### src/rtl/display_scan_scheduler_pkg.sv
// Shared types and constants for the multiplexed 7-segment display scanner.
package display_pkg;

  typedef enum logic [1:0] {
    IDLE  = 2'd0,
    DRIVE = 2'd1,
    BLANK = 2'd2
  } scan_state_t;

  localparam logic [6:0] SEG_OFF = 7'h7F;

  // Active-low {g,f,e,d,c,b,a}, indexed by nibble value 0..F
  localparam logic [6:0] HEX_FONT [16] = '{
    7'h40, 7'h79, 7'h24, 7'h30, 7'h19, 7'h12, 7'h02, 7'h78,
    7'h00, 7'h10, 7'h08, 7'h03, 7'h46, 7'h21, 7'h06, 7'h0E
  };

endpackage

### src/rtl/display_scan_scheduler_if.sv
// Display scanner bus: controls and digit inputs in, segment/anode pins and status out.
interface display_scan_scheduler_if #(
  parameter int NDIG = 4
) ();

  logic                    en;
  logic [4*NDIG-1:0]       digit_data;
  logic [NDIG-1:0]         dp_in;
  logic [NDIG-1:0]         anode;
  logic [6:0]              seg;
  logic                    dp;
  logic [$clog2(NDIG)-1:0] digit_idx;
  logic                    frame_done;

  modport master (
    output en, digit_data, dp_in,
    input  anode, seg, dp, digit_idx, frame_done
  );

  modport slave (
    input  en, digit_data, dp_in,
    output anode, seg, dp, digit_idx, frame_done
  );

endinterface

### src/rtl/display_scan_scheduler_decode.sv
// Combinational hex nibble to active-low 7-segment pattern.
module hex7seg_decode
  import display_pkg::*;
(
  input  logic [3:0] i_nibble,
  output logic [6:0] o_seg
);

  assign o_seg = HEX_FONT[i_nibble];

endmodule

### src/rtl/display_scan_scheduler.sv
// Time-multiplexed hex display scanner with clock-enable slot divider.
// Optional inter-digit blanking is built when SCAN_BLANK_EN is defined.
module display_scan_scheduler
  import display_pkg::*;
#(
  parameter int NDIG      = 4,
  parameter int DIV       = 5000,
  parameter int BLANK_CYC = 16
) (
  input  logic                     clk,
  input  logic                     rst,
  display_scan_scheduler_if.slave  bus
);

  localparam int IW = $clog2(NDIG);
  localparam int DW = $clog2(DIV);

  if (NDIG < 2 || NDIG > 8) begin : g_bad_ndig
    $error("NDIG out of range");
  end
  if (DIV < 2 || BLANK_CYC < 1 || BLANK_CYC >= DIV) begin : g_bad_timing
    $error("DIV/BLANK_CYC out of range");
  end

  scan_state_t     r_state, w_state_nx;
  logic [DW-1:0]   r_div_cnt, w_div_nx;
  logic [IW-1:0]   r_digit_idx, w_idx_nx;
  logic            w_tick, w_last, w_frame_nx;
  logic [3:0]      w_nibble;
  logic [6:0]      w_seg;
  logic [NDIG-1:0] r_anode;
  logic [6:0]      r_seg;
  logic            r_dp, r_frame_done;

`ifdef SCAN_BLANK_EN
  localparam int BW = $clog2(BLANK_CYC + 1);
  logic [BW-1:0]   r_blank_cnt, w_blank_nx;
`endif

  assign w_tick = (r_state == DRIVE) && (r_div_cnt == DW'(DIV - 1));
  assign w_last = (r_digit_idx == IW'(NDIG - 1));

  always_comb begin
    w_state_nx = r_state;
    w_div_nx   = r_div_cnt;
    w_idx_nx   = r_digit_idx;
    w_frame_nx = 1'b0;
`ifdef SCAN_BLANK_EN
    w_blank_nx = r_blank_cnt;
`endif
    // Dropping en beats a pending tick and restarts the scan from digit 0
    if (!bus.en) begin
      w_state_nx = IDLE;
      w_div_nx   = '0;
      w_idx_nx   = '0;
`ifdef SCAN_BLANK_EN
      w_blank_nx = '0;
`endif
    end else begin
      case (r_state)
        IDLE: begin
          w_state_nx = DRIVE;
          w_div_nx   = '0;
          w_idx_nx   = '0;
        end
        DRIVE: begin
          if (w_tick) begin
            w_div_nx   = '0;
            w_idx_nx   = w_last ? '0 : r_digit_idx + 1'b1;
            w_frame_nx = w_last;
`ifdef SCAN_BLANK_EN
            w_state_nx = BLANK;
            w_blank_nx = '0;
`endif
          end else begin
            w_div_nx = r_div_cnt + 1'b1;
          end
        end
`ifdef SCAN_BLANK_EN
        BLANK: begin
          if (r_blank_cnt == BW'(BLANK_CYC - 1)) begin
            w_state_nx = DRIVE;
            w_blank_nx = '0;
          end else begin
            w_blank_nx = r_blank_cnt + 1'b1;
          end
        end
`endif
        default: w_state_nx = IDLE;
      endcase
    end
  end

  // Outputs are registered from next-state so pins line up with the state register
  assign w_nibble = 4'(bus.digit_data >> {w_idx_nx, 2'b00});

  hex7seg_decode u_decode (
    .i_nibble (w_nibble),
    .o_seg    (w_seg)
  );

  always_ff @(posedge clk) begin
    if (rst) begin
      r_state      <= IDLE;
      r_div_cnt    <= '0;
      r_digit_idx  <= '0;
      r_anode      <= '1;
      r_seg        <= SEG_OFF;
      r_dp         <= 1'b1;
      r_frame_done <= 1'b0;
    end else begin
      r_state      <= w_state_nx;
      r_div_cnt    <= w_div_nx;
      r_digit_idx  <= w_idx_nx;
      r_frame_done <= w_frame_nx;
      if (w_state_nx == DRIVE) begin
        r_anode <= ~(NDIG'(1) << w_idx_nx);
        r_seg   <= w_seg;
        r_dp    <= ~bus.dp_in[w_idx_nx];
      end else begin
        r_anode <= '1;
        r_seg   <= SEG_OFF;
        r_dp    <= 1'b1;
      end
    end
  end

`ifdef SCAN_BLANK_EN
  always_ff @(posedge clk) begin
    if (rst) r_blank_cnt <= '0;
    else     r_blank_cnt <= w_blank_nx;
  end
`endif

  assign bus.anode      = r_anode;
  assign bus.seg        = r_seg;
  assign bus.dp         = r_dp;
  assign bus.digit_idx  = r_digit_idx;
  assign bus.frame_done = r_frame_done;

endmodule

### src/flat_wrapper.sv
// flat-port wrapper written by rule: the top's interface ports become plain ports
module display_scan_scheduler_flat import display_pkg::*;
#(
  parameter int NDIG      = 4,
  parameter int DIV       = 5000,
  parameter int BLANK_CYC = 16
)
  (clk, rst, bus_en, bus_digit_data, bus_dp_in, bus_anode, bus_seg, bus_dp, bus_digit_idx, bus_frame_done);
  display_scan_scheduler_if #(.NDIG(NDIG)) bus_i ();
  input  logic clk;
  input  logic rst;
  input wire logic [$bits(bus_i.en)-1:0] bus_en;
  input wire logic [$bits(bus_i.digit_data)-1:0] bus_digit_data;
  input wire logic [$bits(bus_i.dp_in)-1:0] bus_dp_in;
  output wire logic [$bits(bus_i.anode)-1:0] bus_anode;
  output wire logic [$bits(bus_i.seg)-1:0] bus_seg;
  output wire logic [$bits(bus_i.dp)-1:0] bus_dp;
  output wire logic [$bits(bus_i.digit_idx)-1:0] bus_digit_idx;
  output wire logic [$bits(bus_i.frame_done)-1:0] bus_frame_done;
  assign bus_i.en = bus_en;
  assign bus_i.digit_data = bus_digit_data;
  assign bus_i.dp_in = bus_dp_in;
  assign bus_anode = bus_i.anode;
  assign bus_seg = bus_i.seg;
  assign bus_dp = bus_i.dp;
  assign bus_digit_idx = bus_i.digit_idx;
  assign bus_frame_done = bus_i.frame_done;
  display_scan_scheduler #(.NDIG(NDIG), .DIV(DIV), .BLANK_CYC(BLANK_CYC)) u_core (.clk(clk), .rst(rst), .bus(bus_i));
endmodule
### config.mk
export PLATFORM = sky130hd
export DESIGN_NAME = display_scan_scheduler_flat
export DESIGN_NICKNAME = d
export VERILOG_FILES = /design/src/rtl/display_scan_scheduler_pkg.sv /design/src/rtl/display_scan_scheduler_if.sv /design/src/rtl/display_scan_scheduler_decode.sv /design/src/rtl/display_scan_scheduler.sv /design/src/flat_wrapper.sv
export SDC_FILE = /design/constraint.sdc
export NUM_CORES = 1
export LEC_CHECK = 0
export CAP_MARGIN = 20
export CELL_PAD_IN_SITES_DETAIL_PLACEMENT = 0
export CELL_PAD_IN_SITES_GLOBAL_PLACEMENT = 1
export CORE_MARGIN = 4
export CORE_UTILIZATION = 41
export CTS_CLUSTER_DIAMETER = 200
export DETAILED_ROUTE_END_ITERATION = 12
export PLACE_DENSITY_LB_ADDON = 0.1
export SETUP_SLACK_MARGIN = 0.2
export SYNTH_ARGS = -nofsm -noshare
export SYNTH_HDL_FRONTEND = slang
export SYNTH_HIERARCHICAL = 1
export SYNTH_SLANG_ARGS = --single-unit
### constraint.sdc
create_clock -name clk -period 6.9 [get_ports clk]
set_clock_uncertainty 0.15 [all_clocks]
set_input_delay 0.69 -clock clk [delete_from_list [all_inputs] [get_ports clk]]
set_output_delay 0.69 -clock clk [all_outputs]
set_load 0.02 [all_outputs]
Word level (Yosys, flattened, before mapping)
Memory sizes are Yosys's and may differ from the RTL's. A register that Yosys moved wholly into a read port is not among the register bits.
Index checks and enable logic that the tools add are counted.
{"block": "totals", "out_inout_bits": 15, "in_bits": 23, "romBits": 112, "mem_count": 1, "ff_bits": 23, "word_cells": 39}
{"memory": "(no name shown)", "words": 16, "width": 7, "read_ports": 1, "rd_clocked_by_memory_dff": 1, "wr": 0, "line_no": "display_scan_scheduler_decode.sv:9", "text": "assign o_seg = HEX_FONT[i_nibble];"}
{"block": "classes", "n_addsub": 2, "shifts": 2, "n_eq_ne": 4, "muxes": 10, "n_reduce_logical": 6, "bitwise_logic": 7, "magnitude_cmp": 1}
{"op": "$pmux W13 S2", "n": 1}
{"op": "$shr A16 B4 Y4", "n": 1}
{"op": "$add A13 B1 Y13 const B", "n": 1}
{"op": "$eq A13 B13 Y1 const B", "n": 1}
{"op": "$mux W13", "n": 1}
{"op": "$mux W2", "n": 4}
{"op": "$pmux W2 S2", "n": 2}
{"op": "$not A1 Y1", "n": 5}
{"op": "$not A4 Y5", "n": 1}
{"op": "$eq A2 B1 Y1 const B", "n": 2}
{"op": "$not A4 Y4", "n": 1}
{"op": "$reduce_or A2 Y1", "n": 2}
{"op": "$reduce_or A4 Y1", "n": 1}
{"op": "$shl A1 B2 Y4 const A", "n": 1}
{"op": "$lt A2 B3 Y1 const B", "n": 1}
{"op": "$add A2 B1 Y2 const B", "n": 1}
{"op": "$bmux W1 S2", "n": 1}
{"op": "$eq A2 B2 Y1 const B", "n": 1}
{"op": "$logic_not A2 Y1", "n": 1}
{"op": "$reduce_bool A2 Y1", "n": 1}
{"op": "$logic_and A1 B1 Y1", "n": 1}
{"op": "$mux W1", "n": 1}

Depth between registers and ports, before layout
Gate-level depths: netlist of run 1.
{"block": "logic_depth", "word_depth": 8, "mapped_depth": 13, "mapped_depth_nobuf": 12}

By module
Netlist of run 1, hierarchy kept.
{"module": "display_scan_scheduler", "instances": 1, "seq_area_each_um2": 600.6, "cells_each": 164, "area_per_inst_um2": 1496.4}
{"module": "hex7seg_decode", "instances": 1, "seq_area_each_um2": 0.0, "cells_each": 31, "area_per_inst_um2": 262.8}

Worst setup path after synthesis of run 1
No wires, ideal clock.
{"block": "synth_path", "path_kind": "reg-to-reg", "from": "register u_core.r_div_cnt[0]", "to": "register u_core.r_seg[3], in the netlist u_core/bus.seg[3]", "synth_period_minus_slack_ps": 3576, "required_ps": 6623, "path_stages_with_launch": 12, "path_buffers": 0, "setup_ps": 127, "slack_ps": 3324, "arrival_time_ps": 3299, "path_cell_list": "dfxtp_1 -> ha_1 -> and4_1 -> nand3_2 -> o31ai_2 -> mux2i_1 -> mux2i_1 -> inv_1 -> ha_1 -> inv_1 -> mux4_1 -> or3_1"}
{"block": "synth_via", "elab_chain_len": 7}
{"item": "start, declared", "line_no": "display_scan_scheduler.sv:26", "text": "logic [DW-1:0] r_div_cnt, w_div_nx;"}
{"item": "start signal, assigned", "line_no": "display_scan_scheduler.sv:113", "text": "r_div_cnt <= w_div_nx;"}
{"item": "$eq A13 B13 Y1", "line_no": "display_scan_scheduler.sv:40", "text": "assign w_tick = (r_state == DRIVE) && (r_div_cnt == DW'(DIV - 1));"}
{"item": "$logic_and A1 B1 Y1", "line_no": "display_scan_scheduler.sv:40"}
{"item": "$mux W2", "line_no": "display_scan_scheduler.sv:67", "text": "if (w_tick) begin"}
{"item": "$pmux W2 S2", "line_no": "display_scan_scheduler.sv:60", "text": "case (r_state)"}
{"item": "$mux W2", "line_no": "display_scan_scheduler.sv:52", "text": "if (!bus.en) begin"}
{"item": "$shr A16 B4 Y4", "line_no": "display_scan_scheduler.sv:95", "text": "assign w_nibble = 4'(bus.digit_data >> {w_idx_nx, 2'b00});"}
{"item": "named net u_core.w_nibble[0]", "line_no": "display_scan_scheduler.sv:29", "text": "logic [3:0] w_nibble;"}
{"item": "$not A4 Y5 (implied by the code)", "line_no": "display_scan_scheduler_decode.sv:9"}
{"item": "end, declared", "line_no": "display_scan_scheduler.sv:32", "text": "logic [6:0] r_seg;"}
The timed path passes the listed nets, and every way through them passes these cells.
A chain may end at the register's enable or synchronous reset.

Worst setup path after layout of run 1
{"block": "layout_path", "from": "register u_core.r_state[1]", "to": "register u_core.r_seg[3], in the netlist u_core/bus.seg[3]"}
{"block": "layout_via", "elab_chain_len": 7, "elab_cells_between_ends": 13, "cone_classes": "eq/ne: 2; shift: 1; mux: 5; bitwise: 2; reduce/logical: 3"}
{"item": "start, declared", "line_no": "display_scan_scheduler.sv:25", "text": "scan_state_t r_state, w_state_nx;"}
{"item": "start signal, assigned", "line_no": "display_scan_scheduler.sv:112", "text": "r_state <= w_state_nx;"}
{"item": "$eq A2 B1 Y1", "line_no": "display_scan_scheduler.sv:40, display_scan_scheduler.sv:60"}
{"item": "$logic_and A1 B1 Y1", "line_no": "display_scan_scheduler.sv:40"}
{"item": "$mux W2", "line_no": "display_scan_scheduler.sv:67"}
{"item": "$pmux W2 S2 (*)", "line_no": "display_scan_scheduler.sv:60"}
{"item": "$mux W2 (*)", "line_no": "display_scan_scheduler.sv:52"}
{"item": "$shr A16 B4 Y4 (*)", "line_no": "display_scan_scheduler.sv:95"}
{"item": "named net u_core.w_nibble[0]", "line_no": "display_scan_scheduler.sv:29"}
{"item": "$not A4 Y5 (implied by the code) (*)", "line_no": "display_scan_scheduler_decode.sv:9"}
Mark *: on every way through the listed nets, which the timed path passes. The rest lies on a longest branch.

==> results of run 1 <==
==> flip-flops by register name, indices dropped and copies added, names as in the netlist <==
| register | cells |
|---|---|
| u_core/bus.seg | 7 |
| u_core/bus.dp | 1 |
| u_core/r_div_cnt | 13 |
| u_core/bus.frame_done | 1 |
| u_core/bus.anode | 4 |
| u_core/r_state | 2 |
| u_core/bus.digit_idx | 2 |
==> report_power, final <==
| part | internal (mW) | total (mW) | switching (mW) |
|---|---|---|---|
| sequential | 0.176 | 0.179 | 0.00273 |
| clock | 0.0803 | 0.146 | 0.0653 |
| combinational | 0.0240 | 0.0449 | 0.0209 |
==> metrics by stage <==
stage          hold WS [ns]  instances  utilization (%)  instance area (sq um)  setup WS (ns)
2_1_floorplan         0.307        195                -                   1760           3.32
3_3_place_gp          0.330        273             52.4                   2140           2.78
3_5_place_dp          0.350        273             52.4                   2140           2.61
4_1_cts               0.362        281             54.6                   2230           2.70
5_1_grt               0.396        282             54.8                   2240           2.29
6_report              0.366        282             54.8                   2240           2.72
==> layer usage <==
metal / part of all wire (%) / wire length [microns] / GRT usage [%]
met5: 0 / 0 / 0
met4: 1.9 / 87 / 10.1
met3: 4.5 / 204 / 3.69
met2: 50 / 2270 / 28.9
met1: 44 / 2020 / 21.3
==> layout by cell type, fill, tap and decap left out, types with 2 or more instances in the layout <==
cell type,count
clkdlybuf4s50_1,37
dfxtp_1,30
mux2i_1,17
o21ai_0,14
nor2_1,14
nand2_1,12
or3_1,11
a21oi_1,9
ha_1,9
nand3_1,8
clkbuf_8,6
inv_1,6
nor2b_1,5
a311oi_1,4
nand2b_1,3
or4_1,3
nor3_1,3
nor4_1,3
a41oi_1,3
nand3b_1,3
a22oi_1,2
o31ai_2,2
nand4_1,2
==> kinds of logic (layout without fill, tap and decap cells) <==
group / after synthesis / count (layout) / synth area share (%)
AND/OR/NAND/NOR: 78 / 78 / 26.0
other: 1 / 1 / 0.213
AO/OA/AOI/OAI: 41 / 41 / 15.7
flip-flops: 30 / 30 / 34.1
buffers and inverters: 16 / 53 / 4.41
adder cells (fa/ha/maj): 9 / 9 / 6.40
multiplexers: 20 / 20 / 13.1
==> worst max-delay path by stage <==
stage	from	end	slack [ns]
after global routing	u_core/r_state[1]$_SDFF_PP0_	u_core/bus.seg[3]$_SDFF_PP1_	2.29
after detailed placement	bus_en	u_core/bus.seg[3]$_SDFF_PP1_	2.61
after CTS	u_core/r_state[1]$_SDFF_PP0_	u_core/bus.seg[3]$_SDFF_PP1_	2.70
after global placement	bus_en	u_core/bus.seg[3]$_SDFF_PP1_	2.78
final	u_core/r_state[1]$_SDFF_PP0_	u_core/bus.seg[3]$_SDFF_PP1_	2.72
after floorplan	u_core/r_div_cnt[0]$_SDFFE_PP0N_	u_core/bus.seg[3]$_SDFF_PP1_	3.32
==> area by class of cell <==
type	count	area (sq um)	area share, %
Clock buffer	7	86.3	3.85
Clock inverter	1	5.00	0.223
Inverter	7	26.3	1.17
Multi-Input combinational cell	149	1080	48.3
Sequential cell	30	601	26.8
Tap cell	50	62.6	2.79
Timing Repair Buffer	38	378	16.9
==> qor.yml, run 1 <==
status:
  status: "finished clean"
global_routing:
  antenna_found_initial: 0
  grt_max_degree: 24
  grt_pass1_wl_mm: 7.41
  grt_use_total_pct: 17.7
  grt_pass1_vias: 1639
  grt_overflow: 0
synthesis:
  syn_inst: 195
  yosys_most_used_dff: "dfxtp_1"
  synth_top_area_share_pct: 34.1
  ys_async_sr_fraction_pct: 0
  ys_seq_elements: 30
  yosys-top-cells-area: "dfxtp_1, mux2i_1, ha_1, o21ai_0, or3_1"
  synth_area_sq_mm: 0.00176
  yosysWarnings: 6
  synthTopCellsByCount: "dfxtp_1, mux2i_1, nor2_1, o21ai_0, nand2_1"
  yosysMostFrequentCell: "dfxtp_1"
  synth_cell_type_count: 47
  synth_nets: 227
  avgSynthCellArea_sq_um: 9.02
  ys_seq_area_share_pct: 34.1
  synth_edf_count: 0
  yosysTopAreaCell: "dfxtp_1"
power_and_ir_drop:
  power_uw: 369
  power_density_mw_per_mm2: 165
  p_leak_nw: 0.795
  ir_drop_mv: 0.0875
worst_setup_path:
  r2r_start: "u_core/r_state[1]$_SDFF_PP0_"
  arrival_ns: 4.20
  critPathMaxFanout: 21
  crit_path_top_delay_cell: "o31ai_2"
  cp.depth: 10
  required_ns: 6.92
  crit_type: "reg2reg"
  cp-start-kind: "register"
  cp_top_family: "multiplexers"
  max_stage_delay_ns: 0.59
  reg2reg_to: "u_core/bus.seg[3]$_SDFF_PP1_"
  path_cells: "nor2b_1 > a22oi_1 > o31ai_2 > mux2i_1 > mux2i_1 > inv_1 > ha_1 > inv_1 > mux4_1 > or3_1"
  r2r_cells: 10
  r2r_slack_ns: 2.72
  cp.buffers_inverters: 2
  cp-end-kind: "register"
worst_hold_path:
  min_path_type: "reg2reg"
  hp-start: "u_core/r_div_cnt[12]$_SDFFE_PP0N_"
  worstHoldPathCells: 1
  hold_path_end: "u_core/r_div_cnt[12]$_SDFFE_PP0N_"
detailed_routing:
  drt_wl_total_mm: 4.58
  vias: 1676
  drt-initial-drc-count: 126
  drcViolationCount: 0
  vias_per_cell: 5.94
  ant_nets: 0
  wl_per_cell_microns: 16.2
  drtPass1Iterations: 4
timing:
  rsz0062_at_grt: "false"
  tightest_slew_ns: 0.931
  maxSlewHeadroom_pct: 37.6
  final.period_utilization_pct: 60.6
  setup_viol: 0
  min_period_ns: 4.18
  slew_violations: 0
  hold_viol: 0
  max_freq_mhz: 239
  setup_tns_ns: 0
job:
  drv_cap: 0
cts:
  htreeDepth: 2
  root_buffer: "clkbuf_8"
  post_cts_buffers: 0
  clock_latency_ns: 0.28
  cts_buffers: 5
  cts_resized: 0
  cts_max_path_buffers: 2
  cts_hold_buf: 0
  cts_sinks: 30
  clk_pin_slew_ns: 0.07
  cts_tree: "done"
floorplanning:
  core_sq_mm: 0.00409
  rows: 23
  start_util_pct: 43.0
  die_w_microns: 73.5
  io_pins: 38
  dieArea_sq_mm: 0.00540
  die_h_microns: 73.5
layout:
  n_antenna_cell: 0
  drive_above_1_share_pct: 7.76
  fin_nets: 263
  area_growth_pct: 27.3
  nFillCells: 371
placed_design:
  hpwl_mm: 3.25
  port_buffers: 37
  gp_congestion: 0.843
Note: power is estimated with default switching activity, not from simulation.
==> run 2: changes to the inputs <==
--- a/config.mk
+++ b/config.mk
@@ -9,7 +9,7 @@
 export CELL_PAD_IN_SITES_DETAIL_PLACEMENT = 0
 export CELL_PAD_IN_SITES_GLOBAL_PLACEMENT = 1
 export CORE_MARGIN = 4
-export CORE_UTILIZATION = 41
+export CORE_UTILIZATION = 34
 export CTS_CLUSTER_DIAMETER = 200
 export DETAILED_ROUTE_END_ITERATION = 12
 export PLACE_DENSITY_LB_ADDON = 0.1
==> constraint.sdc (replaced) <==
create_clock -name clk -period 3.5 [get_ports clk]
set_clock_uncertainty 0.15 [all_clocks]
set_input_delay 0.35 -clock clk [delete_from_list [all_inputs] [get_ports clk]]
set_output_delay 0.35 -clock clk [all_outputs]
set_load 0.02 [all_outputs]
==> run 2 against run 1 <==
  * Cell count up 13%
  * Sequential power rose by 94%
  * Die area rose by 18%
  * First-iteration DRC count is 17% lower
  * Wire length up 6.9%
  * Via count grew 1.6%
  * Critical path depth did not move
  * Worst hold slack improved by 0.0022 ns
  * Highest routed layer unchanged
==> qor.yml, run 2 (synthesis gave the netlist of run 1 again) <==
global_routing:
  antenna_found_initial: 0
  grt_max_degree: 24
  grt_use_total_pct: 15.2
  grt_pass1_wl_mm: 7.60
  grt_overflow: 0
  grt_pass1_vias: 1591
timing:
  maxSlewHeadroom_pct: 34.2
  setup_tns_ns: 0
  final.period_utilization_pct: 91.1
  hold_viol: 0
  max_freq_mhz: 314
  tightest_slew_ns: 0.981
  min_period_ns: 3.19
  fin_hold_ws_ns: 0.368
  slew_violations: 0
  setup_viol: 0
  rsz0062_at_grt: "false"
cts:
  cts_buffers: 5
  cts_hold_buf: 0
  cts_sinks: 30
  root_buffer: "clkbuf_8"
  cts_tree: "done"
  htreeDepth: 2
  clk_pin_slew_ns: 0.06
  cts_max_path_buffers: 2
  clock_latency_ns: 0.27
worst_setup_path:
  critPathMaxFanout: 4
  path_cells: "nor4_4 > buf_4 > nand3_4 > o31ai_4 > mux2i_2 > mux2i_4 > buf_4 > ha_1 > mux4_1 > or3_1"
  path_common_cell: "buf_4"
  arrival_ns: 3.19
  crit_type: "reg2reg"
  cp-end-kind: "register"
  cp-start-kind: "register"
  max_stage_delay_ns: 0.48
  crit_path_top_delay_cell: "mux4_1"
  required_ns: 3.50
floorplanning:
  io_pins: 38
  die_w_microns: 79.9
  core_sq_mm: 0.00488
  die_h_microns: 79.9
  start_util_pct: 36.1
  dieArea_sq_mm: 0.00639
  rows: 25
layout:
  layout_common_cells: "clkdlybuf4s50_1, dfxtp_1, buf_4, o21ai_0, nor2_1"
  largest_reg_flops: 13
  final_core_util_pct: 51.5
  final_common_cell: "clkdlybuf4s50_1"
  top_register: "u_core/r_div_cnt"
  n_antenna_cell: 0
  fin_nets: 283
  drive_above_1_share_pct: 21.1
  area_growth_pct: 42.9
power_and_ir_drop:
  power_density_mw_per_mm2: 281
  p_leak_nw: 0.880
  ir_drop_mv: 0.184
detailed_routing:
  vias: 1702
  wl_per_cell_microns: 15.4
  ant_nets: 0
  vias_per_cell: 5.35
  drcViolationCount: 0
  drt-initial-drc-count: 105
  drt_wl_total_mm: 4.89
  drtPass1Iterations: 7
worst_hold_path:
  min_path_type: "reg2reg"
placed_design:
  gp_congestion: 0.857
  hpwl_mm: 3.48
  port_buffers: 37
status:
  status: "finished clean"
job:
  drv_cap: 0
run 2: changes by cell type in the layout (fill, tap and decap cells not counted), moves of 2 or more:
cell	previous run	this run
ha_1	9	6
mux2i_1	17	12
dfxtp_4	0	2
mux2i_4	1	3
mux2i_2	0	3
ha_4	0	2
inv_2	1	3
inv_1	6	4
dfxtp_1	30	27
buf_4	1	20
run 2: routing by layer:
metal	part of all wire (%)	up-vias	GRT usage, %
met5	0	-	0
met4	1.7	0	4.73
met3	5.7	8	5.19
met2	48	52	23.4
met1	45	807	19.9
li1	-	835	-
run 2: path summary, 6_finish.rpt:
check	start	depth (start not counted)	endpoint	slack, ns
setup / recovery	u_core/r_div_cnt[6]$_SDFFE_PP0N_	10	u_core/bus.seg[3]$_SDFF_PP1_	0.31
hold / removal	u_core/r_div_cnt[12]$_SDFFE_PP0N_	1	u_core/r_div_cnt[12]$_SDFFE_PP0N_	0.37
setup reg to reg	u_core/r_div_cnt[6]$_SDFFE_PP0N_	10	u_core/bus.seg[3]$_SDFF_PP1_	0.31
hold reg to reg	u_core/r_div_cnt[12]$_SDFFE_PP0N_	1	u_core/r_div_cnt[12]$_SDFFE_PP0N_	0.37
run 2: worst max-delay path: cells and delay by family, from the launching register on:
| family | cells | cell delay (ns) |
|---|---|---|
| multiplexers | 3 | 0.92 |
| AND/OR/NAND/NOR | 3 | 0.72 |
| AO/OA/AOI/OAI | 1 | 0.40 |
| buffers and inverters | 2 | 0.36 |
| flip-flops | 1 | 0.34 |
| adder cells (fa/ha/maj) | 1 | 0.20 |
run 2: timing repair:
action	in CTS	in global routing
pin swaps	2	4
buffers inserted	2	5
resized for setup	4	13
endpoints found under the setup margin	1	4
run 2: final cells by class:
class | instances | area, sq um
Sequential cell | 30 | 609
Timing Repair Buffer | 58 | 532
Clock buffer | 7 | 76.3
Inverter | 7 | 26.3
Multi-Input combinational cell | 149 | 1190
Fill cell | 463 | 2370
Tap cell | 67 | 83.8
run 2: power breakdown:
group	switching [mW]	internal, mW	total, mW	leakage [nW]
clock network	0.119	0.137	0.256	0.0383
registers	0.00317	0.345	0.348	0.246
logic	0.0478	0.0543	0.102	0.596
run 2: per-stage QoR:
stage                     setup WS, ns  cell area [sq um]  std cells  power, mW
final                            0.311               2510        318      0.706
after global routing             0.190               2510        318      0.746
after global placement           0.197               2310        304      0.452
after detailed placement         0.118               2310        304      0.453
after floorplan                  0.231               1800        195      0.405
after CTS                        0.207               2430        313      0.711
